==> src/rtl/aq32_mem_pkg.sv <==
// rtl/aq32_mem_pkg.sv - shared types and helpers for aq32 distributed-RAM blocks
package aq32_mem_pkg;

    typedef enum logic {
        ST_CLEAR = 1'b0,
        ST_READY = 1'b1
    } regfile_state_t;

    // Address width for a given depth; never less than one bit.
    function automatic int addr_width(input int depth);
        return (depth <= 2) ? 1 : $clog2(depth);
    endfunction

endpackage

==> src/rtl/distram_bank.sv <==
// rtl/distram_bank.sv - one-write one-async-read bit-masked distributed RAM bank
module distram_bank #(
    parameter int WIDTH = 32,
    parameter int DEPTH = 32,
    localparam int AW = aq32_mem_pkg::addr_width(DEPTH)
) (
    input  logic             clk,
    input  logic             we,
    input  logic [AW-1:0]    wr_addr,
    input  logic [WIDTH-1:0] wr_data,
    input  logic [WIDTH-1:0] wr_mask,
    input  logic [AW-1:0]    rd_addr,
    output logic [WIDTH-1:0] rd_data
);

    logic [WIDTH-1:0] mem [DEPTH];

    // Per-bit write enables so masked writes need no read-modify-write.
    always_ff @(posedge clk) begin
        for (int i = 0; i < WIDTH; i++) begin
            if (we && wr_mask[i]) begin
                mem[wr_addr][i] <= wr_data[i];
            end
        end
    end

    assign rd_data = mem[rd_addr];

endmodule

==> src/rtl/distram_regfile.sv <==
// rtl/distram_regfile.sv - multi-read-port register file with hardware clear sweep
module distram_regfile
    import aq32_mem_pkg::*;
#(
    parameter int WIDTH      = 32,
    parameter int DEPTH      = 32,
    parameter int NUM_RD     = 2,
    parameter int INIT_CLEAR = 1,
    localparam int AW = addr_width(DEPTH)
) (
    input  logic                    clk,
    input  logic                    reset_n,
    input  logic                    wr_en,
    input  logic [AW-1:0]           wr_addr,
    input  logic [WIDTH-1:0]        wr_data,
    input  logic [WIDTH-1:0]        wr_mask,
    input  logic [NUM_RD*AW-1:0]    rd_addr,
    output logic [NUM_RD*WIDTH-1:0] rd_data,
    input  logic                    clear_req,
    output logic                    ready,
    output logic                    wr_dropped
);

    regfile_state_t   state, state_next;
    logic [AW-1:0]    cnt, cnt_next;
    logic             bank_we;
    logic [AW-1:0]    bank_addr;
    logic [WIDTH-1:0] bank_data;
    logic [WIDTH-1:0] bank_mask;

    // State, sweep counter and dropped-write flag; array contents are not reset.
    always_ff @(posedge clk or negedge reset_n) begin
        if (!reset_n) begin
            state      <= (INIT_CLEAR != 0) ? ST_CLEAR : ST_READY;
            cnt        <= '0;
            wr_dropped <= 1'b0;
        end else begin
            state      <= state_next;
            cnt        <= cnt_next;
            wr_dropped <= (state == ST_CLEAR) && wr_en;
        end
    end

    // Sweep walks every address once; clear_req only matters in READY.
    always_comb begin
        state_next = state;
        cnt_next   = cnt;
        case (state)
            ST_CLEAR: begin
                if (cnt == AW'(DEPTH - 1)) begin
                    state_next = ST_READY;
                    cnt_next   = '0;
                end else begin
                    cnt_next = cnt + AW'(1);
                end
            end
            ST_READY: begin
                if (clear_req) begin
                    state_next = ST_CLEAR;
                    cnt_next   = '0;
                end
            end
            default: begin
                state_next = ST_CLEAR;
                cnt_next   = '0;
            end
        endcase
    end

    // Write mux: the sweep owns the banks in CLEAR, the user port otherwise.
    always_comb begin
        ready     = (state == ST_READY);
        bank_we   = wr_en;
        bank_addr = wr_addr;
        bank_data = wr_data;
        bank_mask = wr_mask;
        if (state == ST_CLEAR) begin
            bank_we   = 1'b1;
            bank_addr = cnt;
            bank_data = '0;
            bank_mask = '1;
        end
    end

    // One replicated bank per read port; identical writes keep them coherent.
    for (genvar p = 0; p < NUM_RD; p++) begin : g_bank
        logic [WIDTH-1:0] bank_rd;

        distram_bank #(
            .WIDTH (WIDTH),
            .DEPTH (DEPTH)
        ) u_bank (
            .clk     (clk),
            .we      (bank_we),
            .wr_addr (bank_addr),
            .wr_data (bank_data),
            .wr_mask (bank_mask),
            .rd_addr (rd_addr[p*AW +: AW]),
            .rd_data (bank_rd)
        );

        assign rd_data[p*WIDTH +: WIDTH] = ready ? bank_rd : '0;
    end

endmodule

==> config.mk <==
export PLATFORM = sky130hd
export DESIGN_NAME = distram_regfile
export DESIGN_NICKNAME = d
export VERILOG_FILES = /design/src/rtl/aq32_mem_pkg.sv /design/src/rtl/distram_bank.sv /design/src/rtl/distram_regfile.sv
export SDC_FILE = /design/constraint.sdc
export NUM_CORES = 2
export LEC_CHECK = 0
export ABC_CLOCK_PERIOD_IN_PS = 5900
export CAP_MARGIN = 20
export CELL_PAD_IN_SITES_DETAIL_PLACEMENT = 0
export CELL_PAD_IN_SITES_GLOBAL_PLACEMENT = 2
export CORE_ASPECT_RATIO = 0.75
export CORE_MARGIN = 4
export CORE_UTILIZATION = 49
export DETAILED_ROUTE_END_ITERATION = 8
export PLACE_DENSITY_LB_ADDON = 0.1
export SYNTH_ARGS = -nofsm -noshare
export SYNTH_HDL_FRONTEND = slang
export SYNTH_SLANG_ARGS = --single-unit
==> constraint.sdc <==
create_clock -name clk -period 5.9 [get_ports clk]
set_input_delay 1.18 -clock clk [delete_from_list [all_inputs] [get_ports clk]]
set_output_delay 1.18 -clock clk [all_outputs]
set_load 0.05 [all_outputs]
Yosys cells after proc, flatten, opt, wreduce, memory -nomap -nowiden
Memories as Yosys holds them, arrays and structs flattened. Cells that the tools add are included.

Flip-flop bits (word level): 7. RAM bits: 2048. Logic and storage cells: 118. Memories: 2. Output and inout port bits: 66. Input bits: 83.

Memories: g_bank[0].u_bank.mem (words 32, width 32, rd ports 1, clocked after memory_dff 0, write ports 1, line distram_bank.sv:16) `logic [WIDTH-1:0] mem [DEPTH];`; g_bank[1].u_bank.mem (words 32, width 32, rd ports 1, clocked after memory_dff 0, write ports 1, line distram_bank.sv:16).

Bitwise operators: 1. Reductions and logical operators: 33. Equal/unequal tests: 2. Add/subtract/negate cells: 1. Mux-type cells: 76.

Operators with widths (count): 32-bit two-way mux (4); 1-bit two-way mux (67); 1-bit logical AND (33); 5-bit two-way mux (3); 5-bit one-hot mux with 2 select lines (1); 5-bit by 1-bit adder with 5-bit output, second input constant (1); 5-bit == test, second input constant (1); 2-bit != test, second input constant (1); 1-bit one-hot mux with 2 select lines (1); 1-bit inverter (1).

Longest topological paths before layout
Depth after elaboration: 4. Depth in mapped cells: 8. Mapped depth without buffers: 5.

Modules after synthesis
A second synthesis with hierarchy kept.

Cell total of the unflattened synthesis: 7141. Area total of the unflattened synthesis: 90382.9 sq um.

By module, submodules not included: distram_bank (seq. area each 30749.5 sq um, instances 2, cells an instance 3481, area an instance 44560.2 sq um); distram_regfile (seq. area each 175.2 sq um, instances 1, cells an instance 179, area an instance 1262.5 sq um).

Least setup slack after synthesis
Ideal clock, no wire load.

Kind: in2out. From: input rd_addr[1]. To: output rd_data[29]. Data arrival time: 3.192 ns. Stages: 8. Slack: 1.528 ns. Cells stage by stage: buf_4 -> buf_6 -> buf_6 -> nor2b_1 -> buf_2 -> a221oi_1 -> o21ai_0 -> a31oi_1.

Longest elaborated chain between the ends: 2.

RTL lines: start, declared (line distram_regfile.sv:17) `input logic [NUM_RD*AW-1:0] rd_addr,`; memory read 32 x 32 bit; 32-bit two-way mux (line distram_regfile.sv:102) `assign rd_data[p*WIDTH +: WIDTH] = ready ? bank_rd : '0;`; end, declared (line distram_regfile.sv:18) `output logic [NUM_RD*WIDTH-1:0] rd_data,`.

No other way between the ends.

Worst setup path in the final report
From: input rd_addr[0]. To: output rd_data[21].

The elaborated chain is that of the path after synthesis.

==> results.txt <==
post-synthesis adder-cell area fraction: 0.0472%
final worst path period need: 5.11 ns
Final TNS setup: 0 ns
min-delay worst type: reg -> reg
#FFs+latches synth: 1031
DRT iter0 DRCs: 4705
vias per cell: 6.76
I/O Buffers: 148
Worst Path Required: 4.72 ns
final wirelength: 182000 um
post-synthesis compound-gate area fraction: 5.05%
achievable frequency: 196 MHz
global-route wire length before repair: 258000 um
die area: 114000 um2
antenna violations before repair: 12
Tot GR Track Use: 32.0%
vias: 35100
ys flop type: edfxtp_1
Area contributors post-synth: edfxtp_1, mux4_2, nor2_1, mux2_2, mux2i_1
Leak: 21.7 nW
Setup Skew: 0.0185 ns
Syn Inst Count: 3664
gr ovfl total: 0
final hold vios: 0
Setup Buffers After CTS: 0
total CTS buffers: 106
H-tree levels: 3
status: finished, final reports clean
Final period util: 86.5%
gpl congestion: 0.806
Syn Area/Cell: 14.5 um2
simple-gate area share of the yosys netlist: 8.46%
Die W: 388 um
Seq/Total Area, Yosys: 58.3%
Worst-Skew Late Latency: 0.70 ns
Slew Limit Fails: 0
wire per inst: 35.1 um
EDFF count, synth: 1024
Tot Pwr: 0.0213 W
PwrDens: 358 nW/um2
DRT Pass-1 Iters: 6
Layout area overhead: 12.3%
Worst Path Class, Setup: in -> out
I/O Pins: 149
CORE AREA: 107000 um2
Crit. End Element: output pin
cell taking the most area after synthesis: edfxtp_1
vias in the first global route: 35400
Netlist Area Pre-Place: 53100 um2
largest net degree at the start of global routing: 72
Detail Route Antenna Nets: 0
Ys Warns: 0
DRC: 0
Reg clk slew, reported paths: 0.06 ns
RSZ-0062 raised after global routing: no
die height: 293 um
Clock Tree Buf Depth: 3
post-cts sizing count: 0
Synth top area share: 57.9%
layout cell share with drive strength beyond 1: 28.0%
Post-Synth XOR/XNOR Area: 0.0330%
startpoint types: input pin
critical path peak fanout: 35
syn_nets: 3749
Slew @ Worst Pin: 1.09 ns
Nets: 3755
CTS Hold Buffers Added: 0
asr flop ratio synth: 0.679%
post-synthesis mux area share: 24.2%
Yosys cell types: 43
critical path data arrival time: 3.93 ns
Fill cells: 8611
DPL Wire Length: 102000 um
main combinational cell family by area after synthesis: multiplexers
VDD IR max: 0.342 mV
number of max-cap violations: 0
FP Rows: 104
relative slew slack: 26.9%
CTS tree: built
clk root buf: clkbuf_16
CTS sink count: 1031
number of setup violations in the final report: 0
Initial Util: 49.4%
==> stage by stage <==
stage | area (um2) | util (%) | std cells | hold WS, ns | worst slack [ns]
6_report | 59600 | 55.5 | 5192 | 0.642 | 0.795
5_1_grt | 59600 | 55.5 | 5192 | 0.673 | 0.701
3_3_place_gp | 55900 | 52.1 | 4981 | 0.636 | 0.809
3_5_place_dp | 55900 | 52.1 | 4981 | 0.630 | 0.810
4_1_cts | 59300 | 55.3 | 5178 | 0.642 | 0.807
2_1_floorplan | 53100 | - | 3664 | 0.573 | 1.53
==> worst max-delay path, cell delays in order <==
cell and delay [ns]:
buf_6 0.49, inv_4 0.35, mux2_2 0.33, o221ai_1 0.13
a31oi_1 0.45, clkdlybuf4s50_1 0.91
==> cells in the mapped netlist (2+ instances only) <==
cell       instances
nor2_1          1031
edfxtp_1        1024
mux4_2           448
clkbuf_1         201
buf_2            140
mux2_2           131
mux2i_1          130
nand2_1           68
a22oi_1           64
a31oi_1           64
o221ai_1          62
a221oi_1          47
o21ai_0           44
buf_4             40
and2_1            34
a21boi_1          32
o2111ai_1         17
buf_6             16
dfrtp_1            7
inv_1              7
nor2b_1            6
a21oi_2            5
a21oi_1            4
buf_12             4
nand3_1            4
nand2b_1           3
nand3b_1           3
o21ai_1            3
o32ai_4            3
or3b_2             3
a22o_1             2
clkbuf_4           2
ha_1               2
o221ai_2           2
o22ai_1            2
or2_2              2
==> layer usage <==
metal / GRT usage (%) / wire length [um]
met4: 10.9 / 6990
met2: 48.7 / 82900
met5: 0 / 27
met1: 44.2 / 69300
met3: 9.90 / 23100
==> final timing paths <==
check / depth (start not counted) / from / slack, ns / end
setup / recovery: 6 / rd_addr[0] / 0.79 / rd_data[21]
hold / removal: 1 / cnt[3]$_DFFE_PN0P_ / 0.64 / cnt[3]$_DFFE_PN0P_
setup reg to reg: 5 / ready$_DFF_PN0_ / 2.37 / g_bank[1].u_bank.mem[11][12]$_DFFE_PP_
hold reg to reg: 1 / cnt[3]$_DFFE_PN0P_ / 0.64 / cnt[3]$_DFFE_PN0P_
max in group asynchronous: 1 / reset_n / 4.86 / ready$_DFF_PN0_
min in group asynchronous: 1 / reset_n / 0.75 / cnt[1]$_DFFE_PN0P_
==> flip-flops by register name, summed over array words and instances, names as in the netlist <==
| register | count |
|---|---|
| wr_dropped | 1 |
| g_bank.u_bank.mem | 1024 |
| ready | 1 |
| cnt | 5 |
==> layout by cell type (no fill, tap or decap), drive strengths merged, types with 34 or more instances in the layout <==
master,instances
a221oi,47
a22oi,64
a31oi,64
and2,34
buf,227
clkbuf,127
clkdlybuf4s50,74
clkinv,55
edfxtp,1024
mux2,131
mux2i,130
mux4,448
nand2,68
nor2,1031
o21ai,47
o221ai,64
==> layout make-up <==
type                    instances  area (um2)  share of cell area [%]
repair buffers                303        3140                    5.26
flip-flops and latches       1031       30900                    51.9
inverters                       7        31.3                  0.0525
well taps                    1431        1790                    3.00
diodes                          2        5.00                 0.00840
multi-input cells            2221       20300                    34.1
clock buffers                 125        2790                    4.68
clock inverters                72         593                   0.995
==> logic make-up (layout without fill, tap and decap cells) <==
kind of cell / count (synthesis) / in the layout
AO/OA/AOI/OAI: 352 / 352
AND/OR/NAND/NOR: 1156 / 1156
XOR/XNOR: 2 / 2
other: 0 / 2
buffers and inverters: 412 / 507
flip-flops: 1031 / 1031
multiplexers: 709 / 709
adder cells (fa/ha/maj): 2 / 2
==> report_power, final <==
part | switching (W) | total [W] | internal, W
registers | 0.000365 | 0.00953 | 0.00917
clock network | 0.00290 | 0.00669 | 0.00379
logic | 0.00342 | 0.00511 | 0.00170
total | 0.00668 | 0.0213 | 0.0147
(Power assumes the default switching activity.)
